## src/rtl/fifo_rr_read_sched_pkg.sv

```systemverilog
// Shared definitions for the round-robin FIFO read scheduler: default
// packet geometry (kept in line with the fifo instances), FSM state
// encodings and the rotate-priority distance helper.
package fifo_rr_read_sched_pkg;

  localparam int N_PORTS_DEF   = 4;
  localparam int WIDTH_DEF     = 11;
  localparam int UWIDTH_DEF    = 8;
  localparam int PTR_IN_SZ_DEF = 4;
  localparam int GNT_SZ_DEF    = 2;

  localparam logic [1:0] ST_IDLE = 2'd0;
  localparam logic [1:0] ST_XFER = 2'd1;
  localparam logic [1:0] ST_POP  = 2'd2;

  // How many steps after 'last' a port sits in the rotation; the port just
  // served is the furthest away (n-1), its successor the nearest (0).
  function automatic int rr_dist(input int port, input int last, input int n);
    return (port - last - 1 + 2 * n) % n;
  endfunction

endpackage

```

## src/rtl/fifo_rr_read_sched_if.sv

```systemverilog
// Bundle of the FIFO read side (empty flags, head data, pop, unit address)
// and the valid/ready unit stream towards the link serializer.
interface fifo_rr_read_sched_if #(
  parameter int N_PORTS   = 4,
  parameter int UWIDTH    = 8,
  parameter int PTR_IN_SZ = 4
);

  logic [N_PORTS-1:0]        rempty;
  logic [N_PORTS*UWIDTH-1:0] rdata;
  logic [N_PORTS-1:0]        rinc;
  logic [PTR_IN_SZ-1:0]      raddr_in;
  logic                      out_valid;
  logic                      out_ready;
  logic [UWIDTH-1:0]         out_data;
  logic                      out_sop;
  logic                      out_eop;

  modport master (
    input  rempty, rdata, out_ready,
    output rinc, raddr_in, out_valid, out_data, out_sop, out_eop
  );

  modport slave (
    output rempty, rdata, out_ready,
    input  rinc, raddr_in, out_valid, out_data, out_sop, out_eop
  );

endinterface

```

## src/rtl/fifo_rr_read_sched_rr_arbiter.sv

```systemverilog
// Combinational rotate-priority encoder: among the requesting ports, picks
// the one closest after 'last' in the round-robin order (mod N_PORTS).
module rr_arbiter
  import fifo_rr_read_sched_pkg::*;
#(
  parameter int N_PORTS = N_PORTS_DEF,
  parameter int GNT_SZ  = GNT_SZ_DEF
) (
  input  logic [N_PORTS-1:0] req,
  input  logic [GNT_SZ-1:0]  last,
  output logic [GNT_SZ-1:0]  pick,
  output logic               any
);

  int best;

  // Keep the requester with the smallest rotation distance from 'last'.
  always_comb begin
    pick = '0;
    any  = 1'b0;
    best = N_PORTS;
    for (int j = 0; j < N_PORTS; j++) begin
      if (req[j] && (rr_dist(j, int'(last), N_PORTS) < best)) begin
        best = rr_dist(j, int'(last), N_PORTS);
        pick = GNT_SZ'(j);
        any  = 1'b1;
      end
    end
  end

endmodule

```

## src/rtl/fifo_rr_read_sched.sv

```systemverilog
// Round-robin read scheduler: grants one non-empty FIFO, streams its head
// entry unit by unit over valid/ready, then pops it with a one-cycle rinc.
module fifo_rr_read_sched
  import fifo_rr_read_sched_pkg::*;
#(
  parameter int N_PORTS   = N_PORTS_DEF,
  parameter int WIDTH     = WIDTH_DEF,
  parameter int UWIDTH    = UWIDTH_DEF,
  parameter int PTR_IN_SZ = PTR_IN_SZ_DEF,
  parameter int GNT_SZ    = GNT_SZ_DEF
) (
  input  logic                 clk,
  input  logic                 rst,
  fifo_rr_read_sched_if.master bus,
  output logic [GNT_SZ-1:0]    gnt_idx,
  output logic                 busy
);

  localparam logic [PTR_IN_SZ-1:0] IDX_LAST = PTR_IN_SZ'(WIDTH - 1);

  logic [1:0]           state_q, state_d;
  logic [PTR_IN_SZ-1:0] idx_q, idx_d;
  logic [GNT_SZ-1:0]    gnt_q, gnt_d;
  logic [GNT_SZ-1:0]    last_q, last_d;
  logic [GNT_SZ-1:0]    pick;
  logic                 any;
  logic [N_PORTS-1:0]   req;

  assign req = ~bus.rempty;

  rr_arbiter #(
    .N_PORTS (N_PORTS),
    .GNT_SZ  (GNT_SZ)
  ) u_arb (
    .req  (req),
    .last (last_q),
    .pick (pick),
    .any  (any)
  );

  // Next-state: grant in IDLE, step the unit index on accepted beats, pop once.
  always_comb begin
    state_d = state_q;
    idx_d   = idx_q;
    gnt_d   = gnt_q;
    last_d  = last_q;
    case (state_q)
      ST_IDLE: begin
        if (any) begin
          gnt_d   = pick;
          idx_d   = '0;
          state_d = ST_XFER;
        end
      end
      ST_XFER: begin
        if (bus.out_ready) begin
          if (idx_q == IDX_LAST) begin
            idx_d   = '0;
            state_d = ST_POP;
          end else begin
            idx_d = idx_q + 1'b1;
          end
        end
      end
      ST_POP: begin
        last_d  = gnt_q;
        state_d = ST_IDLE;
      end
      default: state_d = ST_IDLE;
    endcase
  end

  // Outputs decoded from the registered state; data is a mux of the granted head.
  always_comb begin
    bus.raddr_in  = idx_q;
    bus.out_valid = (state_q == ST_XFER);
    bus.out_sop   = (state_q == ST_XFER) && (idx_q == '0);
    bus.out_eop   = (state_q == ST_XFER) && (idx_q == IDX_LAST);
    bus.out_data  = '0;
    bus.rinc      = '0;
    for (int i = 0; i < N_PORTS; i++) begin
      if (gnt_q == GNT_SZ'(i)) begin
        bus.out_data = bus.rdata[i*UWIDTH +: UWIDTH];
        bus.rinc[i]  = (state_q == ST_POP);
      end
    end
    gnt_idx = gnt_q;
    busy    = (state_q != ST_IDLE);
  end

  // State registers; reset abandons any transfer and gives port 0 first priority.
  always_ff @(posedge clk) begin
    if (rst) begin
      state_q <= ST_IDLE;
      idx_q   <= '0;
      gnt_q   <= '0;
      last_q  <= GNT_SZ'(N_PORTS - 1);
    end else begin
      state_q <= state_d;
      idx_q   <= idx_d;
      gnt_q   <= gnt_d;
      last_q  <= last_d;
    end
  end

endmodule

```

## src/flat_wrapper.sv

```systemverilog
// flat-port wrapper written by rule: the top's interface ports become plain ports
module fifo_rr_read_sched_flat import fifo_rr_read_sched_pkg::*;
#(
  parameter int N_PORTS   = N_PORTS_DEF,
  parameter int WIDTH     = WIDTH_DEF,
  parameter int UWIDTH    = UWIDTH_DEF,
  parameter int PTR_IN_SZ = PTR_IN_SZ_DEF,
  parameter int GNT_SZ    = GNT_SZ_DEF
)
  (clk, rst, gnt_idx, busy, bus_rempty, bus_rdata, bus_out_ready, bus_rinc, bus_raddr_in, bus_out_valid, bus_out_data, bus_out_sop, bus_out_eop);
  fifo_rr_read_sched_if #(.N_PORTS(N_PORTS), .UWIDTH(UWIDTH), .PTR_IN_SZ(PTR_IN_SZ)) bus_i ();
  input  logic clk;
  input  logic rst;
  output logic [GNT_SZ-1:0] gnt_idx;
  output logic busy;
  input wire logic [$bits(bus_i.rempty)-1:0] bus_rempty;
  input wire logic [$bits(bus_i.rdata)-1:0] bus_rdata;
  input wire logic [$bits(bus_i.out_ready)-1:0] bus_out_ready;
  output wire logic [$bits(bus_i.rinc)-1:0] bus_rinc;
  output wire logic [$bits(bus_i.raddr_in)-1:0] bus_raddr_in;
  output wire logic [$bits(bus_i.out_valid)-1:0] bus_out_valid;
  output wire logic [$bits(bus_i.out_data)-1:0] bus_out_data;
  output wire logic [$bits(bus_i.out_sop)-1:0] bus_out_sop;
  output wire logic [$bits(bus_i.out_eop)-1:0] bus_out_eop;
  assign bus_i.rempty = bus_rempty;
  assign bus_i.rdata = bus_rdata;
  assign bus_i.out_ready = bus_out_ready;
  assign bus_rinc = bus_i.rinc;
  assign bus_raddr_in = bus_i.raddr_in;
  assign bus_out_valid = bus_i.out_valid;
  assign bus_out_data = bus_i.out_data;
  assign bus_out_sop = bus_i.out_sop;
  assign bus_out_eop = bus_i.out_eop;
  fifo_rr_read_sched #(.N_PORTS(N_PORTS), .WIDTH(WIDTH), .UWIDTH(UWIDTH), .PTR_IN_SZ(PTR_IN_SZ), .GNT_SZ(GNT_SZ)) u_core (.clk(clk), .rst(rst), .bus(bus_i), .gnt_idx(gnt_idx), .busy(busy));
endmodule
```

## config.mk

```make
export PLATFORM = sky130hd
export DESIGN_NAME = fifo_rr_read_sched_flat
export DESIGN_NICKNAME = d
export VERILOG_FILES = /design/src/rtl/fifo_rr_read_sched_pkg.sv /design/src/rtl/fifo_rr_read_sched_if.sv /design/src/rtl/fifo_rr_read_sched_rr_arbiter.sv /design/src/rtl/fifo_rr_read_sched.sv /design/src/flat_wrapper.sv
export SDC_FILE = /design/constraint.sdc
export NUM_CORES = 1
export LEC_CHECK = 0
export CORE_MARGIN = 2
export CORE_UTILIZATION = 39
export DETAILED_ROUTE_END_ITERATION = 6
export PLACE_DENSITY = 0.93
export SYNTH_ARGS = -nofsm -noshare
export SYNTH_HDL_FRONTEND = slang
export SYNTH_SLANG_ARGS = --single-unit
```

## constraint.sdc

```tcl
create_clock -name clk -period 5.17 [get_ports clk]
set_clock_uncertainty 0.05 [all_clocks]
set_input_delay 1.034 -clock clk [delete_from_list [all_inputs] [get_ports clk]]
set_output_delay 1.034 -clock clk [all_outputs]
set_load 0.02 [all_outputs]
```

# Word-level counts from Yosys, hierarchy flattened
# Index checks and enable logic that the tools add are counted.
# word_totals
ff_bits,10
output_inout_bits,22
# classes
add_sub_neg,13
order_cmp,4
n_eq_ne,9
muxes,26
n_bitwise,5
n_reduce_logical,18
# ops
cell,n
$lt A3 B32 Y1,3
$mux W32,3
$add A32 B5 Y32 const B,1
$mux W8,4
$sub A32 B2 Y32 const B,1
$add A4 B5 Y6 const B,3
$mux W4,3
$sub A3 B2 Y4 const B,3
$mux W2,5
$mux W1,9
$pmux W4 S2,1
$reduce_or A2 Y1,4
$eq A2 B2 Y1 const B,3
$logic_and A1 B1 Y1,6
$reduce_and A3 Y1,2
$sub A1 B2 Y3 const A,2
$sub A2 B2 Y3 const A,2
$add A4 B1 Y4 const B,1
$and A1 B1 Y1,4
$eq A2 B1 Y1 const B,2
$eq A4 B4 Y1 const B,1
$logic_not A2 Y1,2
$logic_not A4 Y1,1
$lt A3 B4 Y1 const B,1
6 further kinds,8

# Depth between registers and ports, before layout
# logic_depth
ltp_word,19
mapped_depth,15
depth_no_buf,15

# Cells and area by module
# Synthesis repeated with hierarchy kept, for this count alone.
# hier_totals
cells_unflattened,116
hier_area_um2,1002.2
# modules_own_cells
mod,n_inst,cells_each,area_per_inst_um2,seq_area_each_um2
fifo_rr_read_sched,1,77,708.2,200.2
rr_arbiter,1,39,294.0,0.0

# Worst setup path before layout
# OpenSTA, ideal clock, no wires.
# synth_path
kind,input port to flip-flop
from,in bus_rempty[1]
to,"reg u_core.gnt_q[0], in the netlist u_core.gnt_idx[0]"
arrival_time_ps,3663
slack_ps,1387
stages,13
path_buffers,0
path_cell_list,or3b_2 > a21oi_1 > a31oi_1 > ha_1 > o21ai_0 > o21a_1 > nor2_1 > a21o_1 > ha_1 > a211o_1 > a311oi_1 > a22oi_1 > a21oi_1
# synth_via
elab_chain_len,10
# synth_lines
element,line_no,rtl
start: declaration,flat_wrapper.sv:16,input wire logic [$bits(bus_i.rempty)-1:0] bus_rempty;
$not A4 Y4 *,fifo_rr_read_sched.sv:29,assign req = ~bus.rempty;
$logic_and A1 B1 Y1 *,fifo_rr_read_sched_rr_arbiter.sv:23,"if (req[j] && (rr_dist(j, int'(last), N_PORTS) < best)) begin"
$mux W32,fifo_rr_read_sched_rr_arbiter.sv:23,
$lt A3 B32 Y1,fifo_rr_read_sched_rr_arbiter.sv:23,
$logic_and A1 B1 Y1,fifo_rr_read_sched_rr_arbiter.sv:23,
$mux W32,fifo_rr_read_sched_rr_arbiter.sv:23,
$lt A3 B32 Y1,fifo_rr_read_sched_rr_arbiter.sv:23,
$logic_and A1 B1 Y1,fifo_rr_read_sched_rr_arbiter.sv:23,
$mux W1,fifo_rr_read_sched_rr_arbiter.sv:23,
$reduce_and A2 Y1 (no line),--,
end signal: assignment,fifo_rr_read_sched.sv:101,gnt_q <= gnt_d;
end: declaration,fifo_rr_read_sched.sv:23,"logic [GNT_SZ-1:0] gnt_q, gnt_d;"
# Every way passes the cells marked *; elsewhere a longest branch is shown, timed or not.
# A chain may end at the register's enable or synchronous reset.

# Worst setup path after layout
# Same ends and word-level chain as after synthesis.

==> flow_summary.yaml <==
layout:
  num-nets-final: 234
  final_cells: 213
  flow.area_growth_from_synthesis_pct: 59.2
  seqCellArea_um2: 200
  most-common-layout-cells: "60 x sky130_fd_sc_hd__clkdlybuf4s50_1, 12 x sky130_fd_sc_hd__nor2_1, 11 x sky130_fd_sc_hd__inv_1, 11 x sky130_fd_sc_hd__ha_1, 10 x sky130_fd_sc_hd__dfxtp_1"
  most_common_cell_after_layout_fill_and_taps_aside: "sky130_fd_sc_hd__clkdlybuf4s50_1"
  number_of_antenna_diodes: 0
  design_area_mm2: 0.00175
  final.fill_count: 229
  multiInputGateArea_um2: 842
  layout-drive-gt1-share_pct: 9.89
clock_tree:
  number_of_buffers_created_by_cts: 3
  cts_repair_resize_count: 0
  max-clock-path-buffers: 2
  cts.reportedPaths.clkPinSlew_ns: 0.07
  clock_sinks: 10
  postCtsHoldBufs: 0
  h-tree-depth: 1
  cts_setup_buffers: 0
  clockRootBuffer: "sky130_fd_sc_hd__clkbuf_4"
  tritoncts: "done"
  worst_skew_pair.late_latency_ns: 0.28
drt:
  dr.pass1.iters: 4
  drt_iter0_markers: 62
  detail_route.wirelength_mm: 3.24
  post_drt_wl_per_cell_um: 15.2
  vias: 1236
  routed_via_density: 5.80
  drtAntennaViolNets: 0
  drt_drc_violations_left: 0
timing:
  setup-tns-final_ns: 0
  finalWorstPathRequiredPeriod_ns: 4.38
  unrepaired_setup_endpoints_after_global_routing: "no"
  fmax_mhz: 228
  layout_worst_path_cycle_share_pct: 84.7
  timing.final.max_slew_violations: 0
  worstMarginPinSlew_ns: 0.653
  slew_headroom_pct: 56.4
  final.setup.worst_slack_ns: 0.790
  report.final.setup_viol: 0
  report.final.hold_viol_count: 0
power:
  static-leakage-power_nw: 0.668
  combinational_cell_fraction_of_total_power_pct: 44.6
  internal_power_w: 0.000178
  clkPwrFrac_pct: 21.3
  total_switching_power_w: 0.0000854
  sequential_share_of_power_pct: 34.1
  power.switching_fraction_pct: 32.4
  ir_worst_vdd_mv: 0.138
  power.density_cell_area_mw_per_mm2: 151
floorplan:
  die_w_um: 57.0
  initial_cell_density_of_the_core_pct: 40.4
  fp.dieH_um: 57.0
  ios: 61
  std_cell_rows: 19
  fp.dieArea_mm2: 0.00325
  core_area_mm2: 0.00271
yosys:
  ys.warnings.count: 0
  synth-async-reset-ratio_pct: 0
  synth_flop_cell: "sky130_fd_sc_hd__dfxtp_1"
  synth.distinct_cells: 46
  post_synth_top_area_share_pct: 18.3
  synth_seq_cells: 10
  synthesis.area_per_instance_um2: 8.98
  mappedNetlistArea_mm2: 0.00110
  yosysTopAreaCell: "sky130_fd_sc_hd__dfxtp_1"
  syn_nets: 172
  synth_enable_flop_cells: 0
  seq_area_frac_synth_pct: 18.3
  synth.top_cells.by_area: "sky130_fd_sc_hd__dfxtp_1 18%, sky130_fd_sc_hd__mux4_2 16%, sky130_fd_sc_hd__ha_1 13%, sky130_fd_sc_hd__nor2_1 4.1%, sky130_fd_sc_hd__inv_1 3.8%"
  post_synthesis_cells: 122
grt:
  wire_length_of_the_first_global_routing_pass_mm: 5.35
  grt_pass1_vias: 1195
  grt_start_max_net_pins: 15
  grt_antenna_before_repair: 0
  track_usage_pct: 20.7
  globalRoute.totalOverflow: 0
setup_path:
  worst_setup_path_start_kind: "primary input"
  critPathArrivalTime_ns: 4.54
  critical_path.max_fanout: 6
  worst_ep_required_time_ns: 5.33
  critPathKind: "in -> reg"
  critical_path.endpoint_type: "register"
place:
  post-place-cells: 210
  pre_cts_ws_ns: 0.565
  postPlaceCellArea_mm2: 0.00172
  gpl.final_weighted_congestion: 1.01
  place.detailed.hpwl_mm: 2.70
  port_buffers: 60
job:
  cap_viol_max_count: 0
outcome:
  status: "finished clean"
hold_path:
  timing.hold.worst.class: "reg -> reg"
-- through the flow --
| stage | power (W) | hold WS [ns] | utilization (%) |
|---|---|---|---|
| after floorplan | 0.000146 | 0.537 | - |
| after global placement | 0.000207 | 0.484 | 63.6 |
| after detailed placement | 0.000209 | 0.511 | 63.6 |
| after CTS | 0.000264 | 0.519 | 64.4 |
| after global routing | 0.000275 | 0.552 | 64.4 |
| final | 0.000264 | 0.521 | 64.4 |
-- flip-flops by register name, summed over array words and instances, names as in the netlist --
| register | flops |
|---|---|
| u_core.gnt_idx | 2 |
| u_core.state_q | 2 |
| u_core.last_q | 2 |
| u_core.bus.raddr_in | 4 |
-- worst paths after layout --
path / start / slack [ns] / end / depth (start not counted)
max: bus_rempty[1] / 0.79 / u_core.gnt_idx[0] / 14
min: u_core.bus.raddr_in[1] / 0.52 / u_core.bus.raddr_in[1] / 2
max reg2reg: u_core.last_q[0] / 1.03 / u_core.gnt_idx[0] / 15
min reg2reg: u_core.bus.raddr_in[1] / 0.52 / u_core.bus.raddr_in[1] / 2
-- worst max-delay path: stages --
cell and delay, ns:
sky130_fd_sc_hd__clkdlybuf4s50_1 0.55, sky130_fd_sc_hd__or3b_2 0.45, sky130_fd_sc_hd__a21oi_1 0.13, sky130_fd_sc_hd__a31oi_1 0.08, sky130_fd_sc_hd__ha_1 0.29, sky130_fd_sc_hd__o21ai_0 0.37, sky130_fd_sc_hd__o21a_1 0.21, sky130_fd_sc_hd__nor2_1 0.08
sky130_fd_sc_hd__a21o_1 0.19, sky130_fd_sc_hd__ha_1 0.30, sky130_fd_sc_hd__a211o_1 0.34, sky130_fd_sc_hd__a311oi_1 0.27, sky130_fd_sc_hd__a22oi_1 0.11, sky130_fd_sc_hd__a21oi_1 0.13
-- logic make-up after synthesis --
| family | count (synthesis) | synth area share (%) |
|---|---|---|
| xor gates and xnor gates | 2 | 1.60 |
| and+or+nand+nor | 48 | 26.5 |
| buffers and inverters | 14 | 4.91 |
| adders and majority gates | 11 | 12.6 |
| AOI/OAI and AO/OA | 27 | 18.5 |
| muxes | 9 | 17.4 |
| other | 1 | 0.342 |
| DFF | 10 | 18.3 |
-- synthesized netlist by cell type (2+ instances only) --
library cell and count:
sky130_fd_sc_hd__nor2_1 12, sky130_fd_sc_hd__inv_1 11, sky130_fd_sc_hd__dfxtp_1 10, sky130_fd_sc_hd__o31ai_1 2, sky130_fd_sc_hd__nor3_1 6, sky130_fd_sc_hd__a22oi_1 2
sky130_fd_sc_hd__nand2_1 8, sky130_fd_sc_hd__a211o_1 3, sky130_fd_sc_hd__or3_1 3, sky130_fd_sc_hd__a31oi_1 2, sky130_fd_sc_hd__ha_1 11, sky130_fd_sc_hd__nand2b_1 5
sky130_fd_sc_hd__a21oi_1 6, sky130_fd_sc_hd__nor2b_1 2, sky130_fd_sc_hd__mux4_2 8
-- power groups by stage --
| stage | Combinational (W) | Sequential [W] | Clock (W) |
|---|---|---|---|
| CTS | 0.000118 | 0.0000899 | 0.0000568 |
| floorplan | 0.0000579 | 0.0000884 | 0 |
| global route | 0.000125 | 0.0000912 | 0.0000586 |
| finish | 0.000118 | 0.0000898 | 0.0000562 |
| global placement | 0.000115 | 0.0000915 | 0 |
| detailed placement | 0.000117 | 0.0000918 | 0 |
-- routing by layer --
layer	part of all wire, %	global-route usage (%)	up-vias
met1	40	23.9	583
met4	1.6	8.31	0
met5	0	0	-
li1	-	-	578
met2	49	36.8	68
met3	9.1	4.76	7
-- cell type report --
cell class,instances,share of cell area (%)
multi-input combinational,98,48.2
timing repair buffer,60,34.4
sequential,10,11.5
inverter,11,2.37
tap,31,2.22
clock buffer,3,1.29
Power figures use the tool's default switching activity.
